**src/rtl/duck_sprite_renderer.sv**
```systemverilog
// Duck sprite pixel stage: hit test, sprite RAM addressing, palette lookup and wing-flap sequencer.
// Define DUCK_MIRROR_EN to flip the sprite horizontally when duck_dir = 1.
module duck_sprite_renderer #(
  parameter int SPRITE_W = 20,
  parameter int SPRITE_H = 20,
  parameter int ANIM_DIV = 6
) (
  input  logic        Clk,
  input  logic        Reset_n,
  input  logic        frame_clk,
  input  logic [9:0]  DrawX,
  input  logic [9:0]  DrawY,
  input  logic [9:0]  DuckX,
  input  logic [9:0]  DuckY,
  input  logic        duck_shot,
  input  logic        duck_dir,
  input  logic [2:0]  sprite_data,
  output logic [18:0] read_address,
  output logic [1:0]  frame_sel,
  output logic        is_duck,
  output logic [7:0]  Red,
  output logic [7:0]  Green,
  output logic [7:0]  Blue
);

  typedef enum logic [2:0] {ST_UP, ST_MID_A, ST_DOWN, ST_MID_B, ST_SHOT} anim_state_t;

  logic [10:0] dx, dy, col;
  logic        in_box;
  logic [18:0] addr_next;
  logic [18:0] read_address_reg;
  logic        in_box_d1_reg, in_box_d2_reg;
  logic        is_duck_reg, duck_next;
  logic [23:0] rgb_reg, pal_rgb;
  logic [2:0]  sync_reg;
  logic        vs_tick;
  anim_state_t state_reg, state_next;
  logic [5:0]  div_reg, div_next;

  // A negative difference sets bit 10, so the unsigned compare also rejects wrap-around
  assign dx = {1'b0, DrawX} - {1'b0, DuckX};
  assign dy = {1'b0, DrawY} - {1'b0, DuckY};
  assign in_box = ~dx[10] & ~dy[10] & (dx < 11'(SPRITE_W)) & (dy < 11'(SPRITE_H));

`ifdef DUCK_MIRROR_EN
  assign col = duck_dir ? (11'(SPRITE_W - 1) - dx) : dx;
`else
  logic unused_dir;
  assign unused_dir = duck_dir;
  assign col = dx;
`endif

  assign addr_next = in_box ? (19'(dy) * 19'(SPRITE_W) + 19'(col)) : '0;
  assign duck_next = in_box_d2_reg & (sprite_data != 3'd0);

  always_comb begin
    pal_rgb = 24'h000000;
    case (sprite_data)
      3'd1: pal_rgb = 24'h000000;
      3'd2: pal_rgb = 24'hFFFFFF;
      3'd3: pal_rgb = 24'h3C7A1E;
      3'd4: pal_rgb = 24'h8B4513;
      3'd5: pal_rgb = 24'hE8C010;
      3'd6: pal_rgb = 24'hD03020;
      3'd7: pal_rgb = 24'hA0A0A0;
      default: pal_rgb = 24'h000000;
    endcase
  end

  always_ff @(posedge Clk or negedge Reset_n) begin
    if (!Reset_n) begin
      read_address_reg <= '0;
      in_box_d1_reg    <= 1'b0;
      in_box_d2_reg    <= 1'b0;
      is_duck_reg      <= 1'b0;
      rgb_reg          <= '0;
    end else begin
      read_address_reg <= addr_next;
      in_box_d1_reg    <= in_box;
      in_box_d2_reg    <= in_box_d1_reg;
      is_duck_reg      <= duck_next;
      rgb_reg          <= duck_next ? pal_rgb : 24'h000000;
    end
  end

  assign read_address = read_address_reg;
  assign is_duck      = is_duck_reg;
  assign Red          = rgb_reg[23:16];
  assign Green        = rgb_reg[15:8];
  assign Blue         = rgb_reg[7:0];

  // sync_reg[1] is the synchronised level, sync_reg[2] its previous value
  always_ff @(posedge Clk or negedge Reset_n) begin
    if (!Reset_n) begin
      sync_reg <= '0;
    end else begin
      sync_reg <= {sync_reg[1:0], frame_clk};
    end
  end
  assign vs_tick = sync_reg[1] & ~sync_reg[2];

  always_ff @(posedge Clk or negedge Reset_n) begin
    if (!Reset_n) begin
      state_reg <= ST_UP;
      div_reg   <= '0;
    end else begin
      state_reg <= state_next;
      div_reg   <= div_next;
    end
  end

  // A shot change takes priority over, and swallows, a coincident vs_tick
  always_comb begin
    state_next = state_reg;
    div_next   = div_reg;
    frame_sel  = 2'd0;
    if (duck_shot) begin
      state_next = ST_SHOT;
      div_next   = '0;
    end else if (state_reg == ST_SHOT) begin
      state_next = ST_UP;
      div_next   = '0;
    end else if (vs_tick) begin
      if (div_reg == 6'(ANIM_DIV - 1)) begin
        div_next = '0;
        case (state_reg)
          ST_UP:    state_next = ST_MID_A;
          ST_MID_A: state_next = ST_DOWN;
          ST_DOWN:  state_next = ST_MID_B;
          default:  state_next = ST_UP;
        endcase
      end else begin
        div_next = div_reg + 6'd1;
      end
    end
    case (state_reg)
      ST_MID_A: frame_sel = 2'd1;
      ST_DOWN:  frame_sel = 2'd2;
      ST_MID_B: frame_sel = 2'd1;
      ST_SHOT:  frame_sel = 2'd3;
      default:  frame_sel = 2'd0;
    endcase
  end

endmodule

```
**config.mk**
```make
export PLATFORM = sky130hd
export DESIGN_NAME = duck_sprite_renderer
export DESIGN_NICKNAME = d
export VERILOG_FILES = /design/src/rtl/duck_sprite_renderer.sv
export SDC_FILE = /design/constraint.sdc
export NUM_CORES = 1
export LEC_CHECK = 0
export ABC_CLOCK_PERIOD_IN_PS = 2400
export CORE_MARGIN = 5
export CORE_UTILIZATION = 30
export CTS_CLUSTER_SIZE = 24
export DETAILED_ROUTE_END_ITERATION = 10
export PLACE_DENSITY_LB_ADDON = 0.12
export SETUP_SLACK_MARGIN = 0.3
export SYNTH_ARGS = -nofsm -noshare
export SYNTH_HDL_FRONTEND = slang
export SYNTH_SLANG_ARGS = --single-unit
```
**constraint.sdc**
```tcl
create_clock -name Clk -period 2.4 [get_ports Clk]
set_clock_uncertainty 0.2 [all_clocks]
set_input_delay 0.24 -clock Clk [delete_from_list [all_inputs] [get_ports Clk]]
set_output_delay 0.24 -clock Clk [all_outputs]
set_load 0.05 [all_outputs]
```
### Word-level counts from Yosys, hierarchy flattened

Index checks and enable logic that the tools add are counted.

* bitwise gates (word level): 8
* equal/unequal tests: 11
* magnitude comparators: 2
* $mul: 1
* reductions and logical operators: 6
* multiplexer cells: 13
* add/sub/neg operators: 4

Operators with widths (count)
* one-hot mux 24 bit (6 select lines): 1
* two-way mux 24 bit: 1
* two-way mux 6 bit: 4
* < comparator 11 x 5 -> 1 bit (second input constant): 2
* subtractor 10 x 10 -> 11 bit: 2
* adder 16 x 11 -> 17 bit: 1
* two-way mux 17 bit: 1
* == test 3 bit (second input constant): 5
* multiplier 11 x 3 -> 14 bit (second input constant): 1
* == test 3 x 2 -> 1 bit (second input constant): 4
* two-way mux 3 bit: 4
* one-hot mux 2 bit (3 select lines): 2
* nonzero test 3 bit: 3
* adder 6 x 1 -> 6 bit (second input constant): 1
* == test 6 x 3 -> 1 bit (second input constant): 1
* AND 1 bit: 5
* == test 3 x 1 -> 1 bit (second input constant): 1
* logical NOT 3 bit: 1
* inverter 1 bit: 3
* AND reduction 2 bit: 1
* OR reduction 2 bit: 1

* output and inout port bits: 46
* word-level logic and storage cells: 53
* register bits: 56

### Logic depth before layout (Yosys ltp)

* word-level depth: 6
* mapped depth: 20

### Worst setup path after synthesis

OpenSTA, ideal clock, no wires.

* path kind: input-to-reg
* start: input port DrawY[0]
* end: register read_address_reg[14], in the netlist read_address[14]
* setup time: 96 ps
* data arrival time: 3897 ps
* cell stages on the path: 18
* buffers on the path: 0
* setup slack: -1793 ps
* required time: 2104 ps
* cell sequence: inv_1 ha_1 inv_1 fa_1 nand3_1 a21oi_2 or3_1 o2111ai_1 ha_1 ha_1 o21ai_0 o21ai_0 a22oi_1 ha_1 nor2_1 a2111oi_0 a31oi_1 nor4_2

* cells in the longest elaborated chain, start to end: 6

RTL lines
* start: declaration: RTL line 12 `input logic [9:0] DrawY,`
* subtractor 10 x 10 -> 11 bit (*): RTL line 42 `assign dy = {1'b0, DrawY} - {1'b0, DuckY};`
* branches (longest 4 deep; another with adder 16 x 11 -> 17 bit)
* two-way mux 17 bit (*): RTL line 53 `assign addr_next = in_box ? (19'(dy) * 19'(SPRITE_W) + 19'(col)) : '0;`
* named net addr_next[14]: RTL line 30 `logic [18:0] addr_next;`
* end signal: assignment: RTL line 78 `read_address_reg <= addr_next;`
* end: declaration: RTL line 31 `logic [18:0] read_address_reg;`

Mark *: on every way through the listed nets, which the timed path passes.
A chain may end at the register's enable or synchronous reset.

### Final worst setup path

* start: input port DuckY[6]
* end: register read_address_reg[13], in the netlist read_address[13]

* cells in the longest elaborated chain, start to end: 6

RTL lines
* start: declaration: RTL line 14 `input logic [9:0] DuckY,`
* subtractor 10 x 10 -> 11 bit (*): RTL line 42
* branches (longest 4 deep; another with adder 16 x 11 -> 17 bit)
* two-way mux 17 bit (*): RTL line 53
* named net addr_next[13]: RTL line 30

Marks and branches as above.

==> impl_metrics.toml <==
[outcome]
status = "finished, violations left"
violations = "setup timing"

[synth]
synth_simple_gate_area_share = 0.203
syn_avg_cell_area_sq_um = 9.35
synth_edf_count = 0
synth-compound-area-share = 0.173
synthCells = 410
syn_area_sq_um = 3830
ys_seq_area_frac = 0.294
synth_top_family_by_area = "simple AND/OR/NAND/NOR gates"
synth_top_area_cell = "dfrtp_1"
synth_adder_area_share = 0.171
synth.distinct_cells = 64
synth_top_cell_area_share = 0.294
ys_ff_latch = 45
muxShareOfSynthArea = 0.0108
synth-warning-count = 0
yosysMostFrequentCell = "ha_1"
synth_common_cells = "46 x ha_1, 45 x dfrtp_1, 40 x inv_1"
synth_flop_cell = "dfrtp_1"
synthXorXnorAreaFrac = 0.0731
synth_area_leaders = "dfrtp_1 29%, ha_1 15%, inv_1 3.9%, xnor2_1 3.7%, nor2_1 3.0%"
synthArstFlopShare = 1.00

[critical_path]
timing.critical_path.buf_inv = 2
critPathMaxStageDelay_ns = 0.52
cp_data_required_time_ns = 2.39
cp_cell_sequence = "clkdlybuf4s50_1 -> inv_2 -> ha_4 -> nand2b_4 -> or3_4 -> o2111ai_4 -> ha_4 -> ha_4 -> o21ai_4 -> nor2_2 -> nor2_1 -> ha_2 -> or4_4 -> a41oi_4 -> nor4b_4 -> xnor2_1 -> nor4_2"
reg2reg_depth = 6
worstSetupPathType = "in -> reg"
worst_ep_arrival_time_ns = 3.66
path_common_cell = "ha_4"
critPathMaxFanout = 4
critPathTopFamily = "simple AND/OR/NAND/NOR gates"
crit_start = "DuckY[6]"
end_kind = "register"
r2r_start = "div_reg[0]"
startpoint_type = "input pin"
critical_path_cell_count = 17
slowest_stage = "or4_4"

[global_routing]
first_global_vias = 3659
grt_first_pass_wirelength_mm = 16.0
grt_overflow = 0
antenna_found_initial = 0
grt_usage = 0.125
grt_max_degree = 24

[power]
p_sw_frac = 0.397
clkPwrFrac = 0.117
power_frac_seq = 0.144
p_leak_nw = 2.97
ir_worst_vdd_uv = 407
powerDensity_nw_per_um2 = 826
p_sw_mw = 2.19
internal-power_mw = 3.33
combinationalPowerShare = 0.739

[place]
numPortBuffers = 90
gp_congestion = 0.775
dp_slack_ns = -2.20
placedCellCount = 750
dpl.hpwl_mm = 7.51

[routing]
routed_via_density = 4.56
ant_nets = 0
drt-initial-drc-count = 125
drc = 0
dr.pass1.iters = 4
vias = 3585
wl_mm = 9.50
detail_route.wl_per_cell_microns = 12.1

[sta]
hold-worst-slack_ns = 0.0623
slew-limit-headroom = 0.540
hold_violations = 0
finalCriticalPeriod_ns = 3.67
worstMarginPinSlew_ns = 0.681
setup_ws_ns = -1.27
rsz0062_at_grt = "yes"
period_share = 1.53
max_freq_mhz = 273
drv_slew = 0
finalSetupViolCount = 16

[cells_and_area]
largest_reg_flops = 17
fin_nets = 711
multi_input_area_sq_um = 3170
register_area_sq_um = 1130
fillCellCount = 1129
finalNonFillerCells = 786
syn_to_final_growth_pct = 74.2
antennaDiodeCount = 0
layout-drive-gt1-share = 0.430

[floorplan]
die_w_microns = 123
die_h_microns = 123
pin_count = 94
start_util = 0.305
num_rows = 41
core_area_sq_um = 12600
dieArea_sq_um = 15100

[job]
drv_cap = 0

[worst_hold_path]
hold_path_class = "in -> reg"
min-delay-start = "DuckX[0]"
hold_path_depth = 3

[clocking]
clockBufferDepth = 2
clkLatencyLatePin_ns = 0.28
cts_made_buffers = 5
clock-sinks = 45
cts_tree = "done"
clock-root-buffer = "clkbuf_16"
htree_num_levels = 2
cts.clk_slew.worst_paths_ns = 0.06
## logic make-up (layout without fill, tap and decap cells)
kind of cell    after synthesis  count (layout)
compound gates               95              95
xor+xnor                     29              29
fa+ha+maj                    50              50
buf+inv                      60             261
flops                        45              45
mux                           4               4
other cells                   1               4
simple gates                126             126
## final timing paths
| path | end | slack, ns |
|---|---|---|
| max | read_address[13] | -1.27 |
| min | read_address[0] | 0.06 |
| max reg2reg | div_reg[3] | 0.54 |
| min reg2reg | sync_reg[1] | 0.15 |
| max in group asynchronous | div_reg[3] | 1.26 |
| min in group asynchronous | rgb_reg[15] | 0.16 |
## power groups by stage
stage | clock, mW | combinational [mW] | sequential, mW
after global placement | 0 | 2.95 | 0.809
after CTS | 0.672 | 3.57 | 0.795
after detailed placement | 0 | 2.96 | 0.810
after floorplan | 0 | 1.96 | 0.812
after global routing | 0.705 | 4.44 | 0.799
final | 0.645 | 4.08 | 0.796
## timing repair
| action | in CTS | in global routing |
|---|---|---|
| gates resized for setup | 112 | 46 |
| pin swaps | 46 | 44 |
| endpoints found under the hold margin | 22 | 0 |
| hold buffers | 1 | 0 |
| setup endpoints to repair | 18 | 18 |
| cloned | 1 | 0 |
| setup buffers | 16 | 10 |
## metrics by stage
| step | utilization | instance area (sq um) | power (mW) | setup TNS [ns] |
|---|---|---|---|---|
| floorplan | - | 4070 | 2.77 | -11.54 |
| global placement | 0.460 | 5780 | 3.76 | -26.97 |
| detailed placement | 0.460 | 5780 | 3.77 | -27.39 |
| CTS | 0.511 | 6420 | 5.04 | -15.81 |
| global route | 0.532 | 6680 | 5.95 | -16.35 |
| finish | 0.532 | 6680 | 5.52 | -14.07 |
## worst register-to-register path, delay by kind of cell (launching register included)
kind,cells,cell delay [ns]
DFF,1,0.43
and+or+nand+nor,2,0.43
AOI/OAI and AO/OA,2,0.35
adders and majority gates,1,0.22
buffers and inverters,1,0.15
## cell usage in the layout (no fill, tap or decap), types with 5 or more instances in the layout
cell,netlist,routed
nand3_1,8,5
xor2_1,11,9
o21a_1,8,7
nand2b_1,9,7
nor3_1,7,6
buf_6,1,7
o21ai_0,21,13
nor2b_1,9,6
nand2_1,18,15
dfrtp_1,45,45
clkbuf_16,0,6
nor4_2,9,8
inv_1,40,23
xnor2_1,16,12
ha_1,46,22
a21o_1,8,8
inv_2,0,15
nor2_2,0,5
nor2_1,31,26
xnor2_2,1,5
dlygate4sd2_1,0,10
clkdlybuf4s50_1,0,68
buf_4,13,113
ha_4,0,20
a21oi_1,18,14
## routing by layer
metal / GRT usage / vias up / wire length [microns]
li1: - / 1845 / -
met4: 0.0235 / 0 / 142
met2: 0.231 / 70 / 4820
met3: 0.0188 / 13 / 459
met1: 0.155 / 1657 / 4080
met5: 0 / - / 0
## cell type report
type	count	share of cell area
Inverter	40	0.0262
Tap cell	172	0.0322
Clock inverter	3	0.00262
Timing Repair Buffer	213	0.277
Sequential cell	45	0.169
Multi-Input combinational cell	308	0.475
Clock buffer	5	0.0187
(Power assumes the default switching activity.)
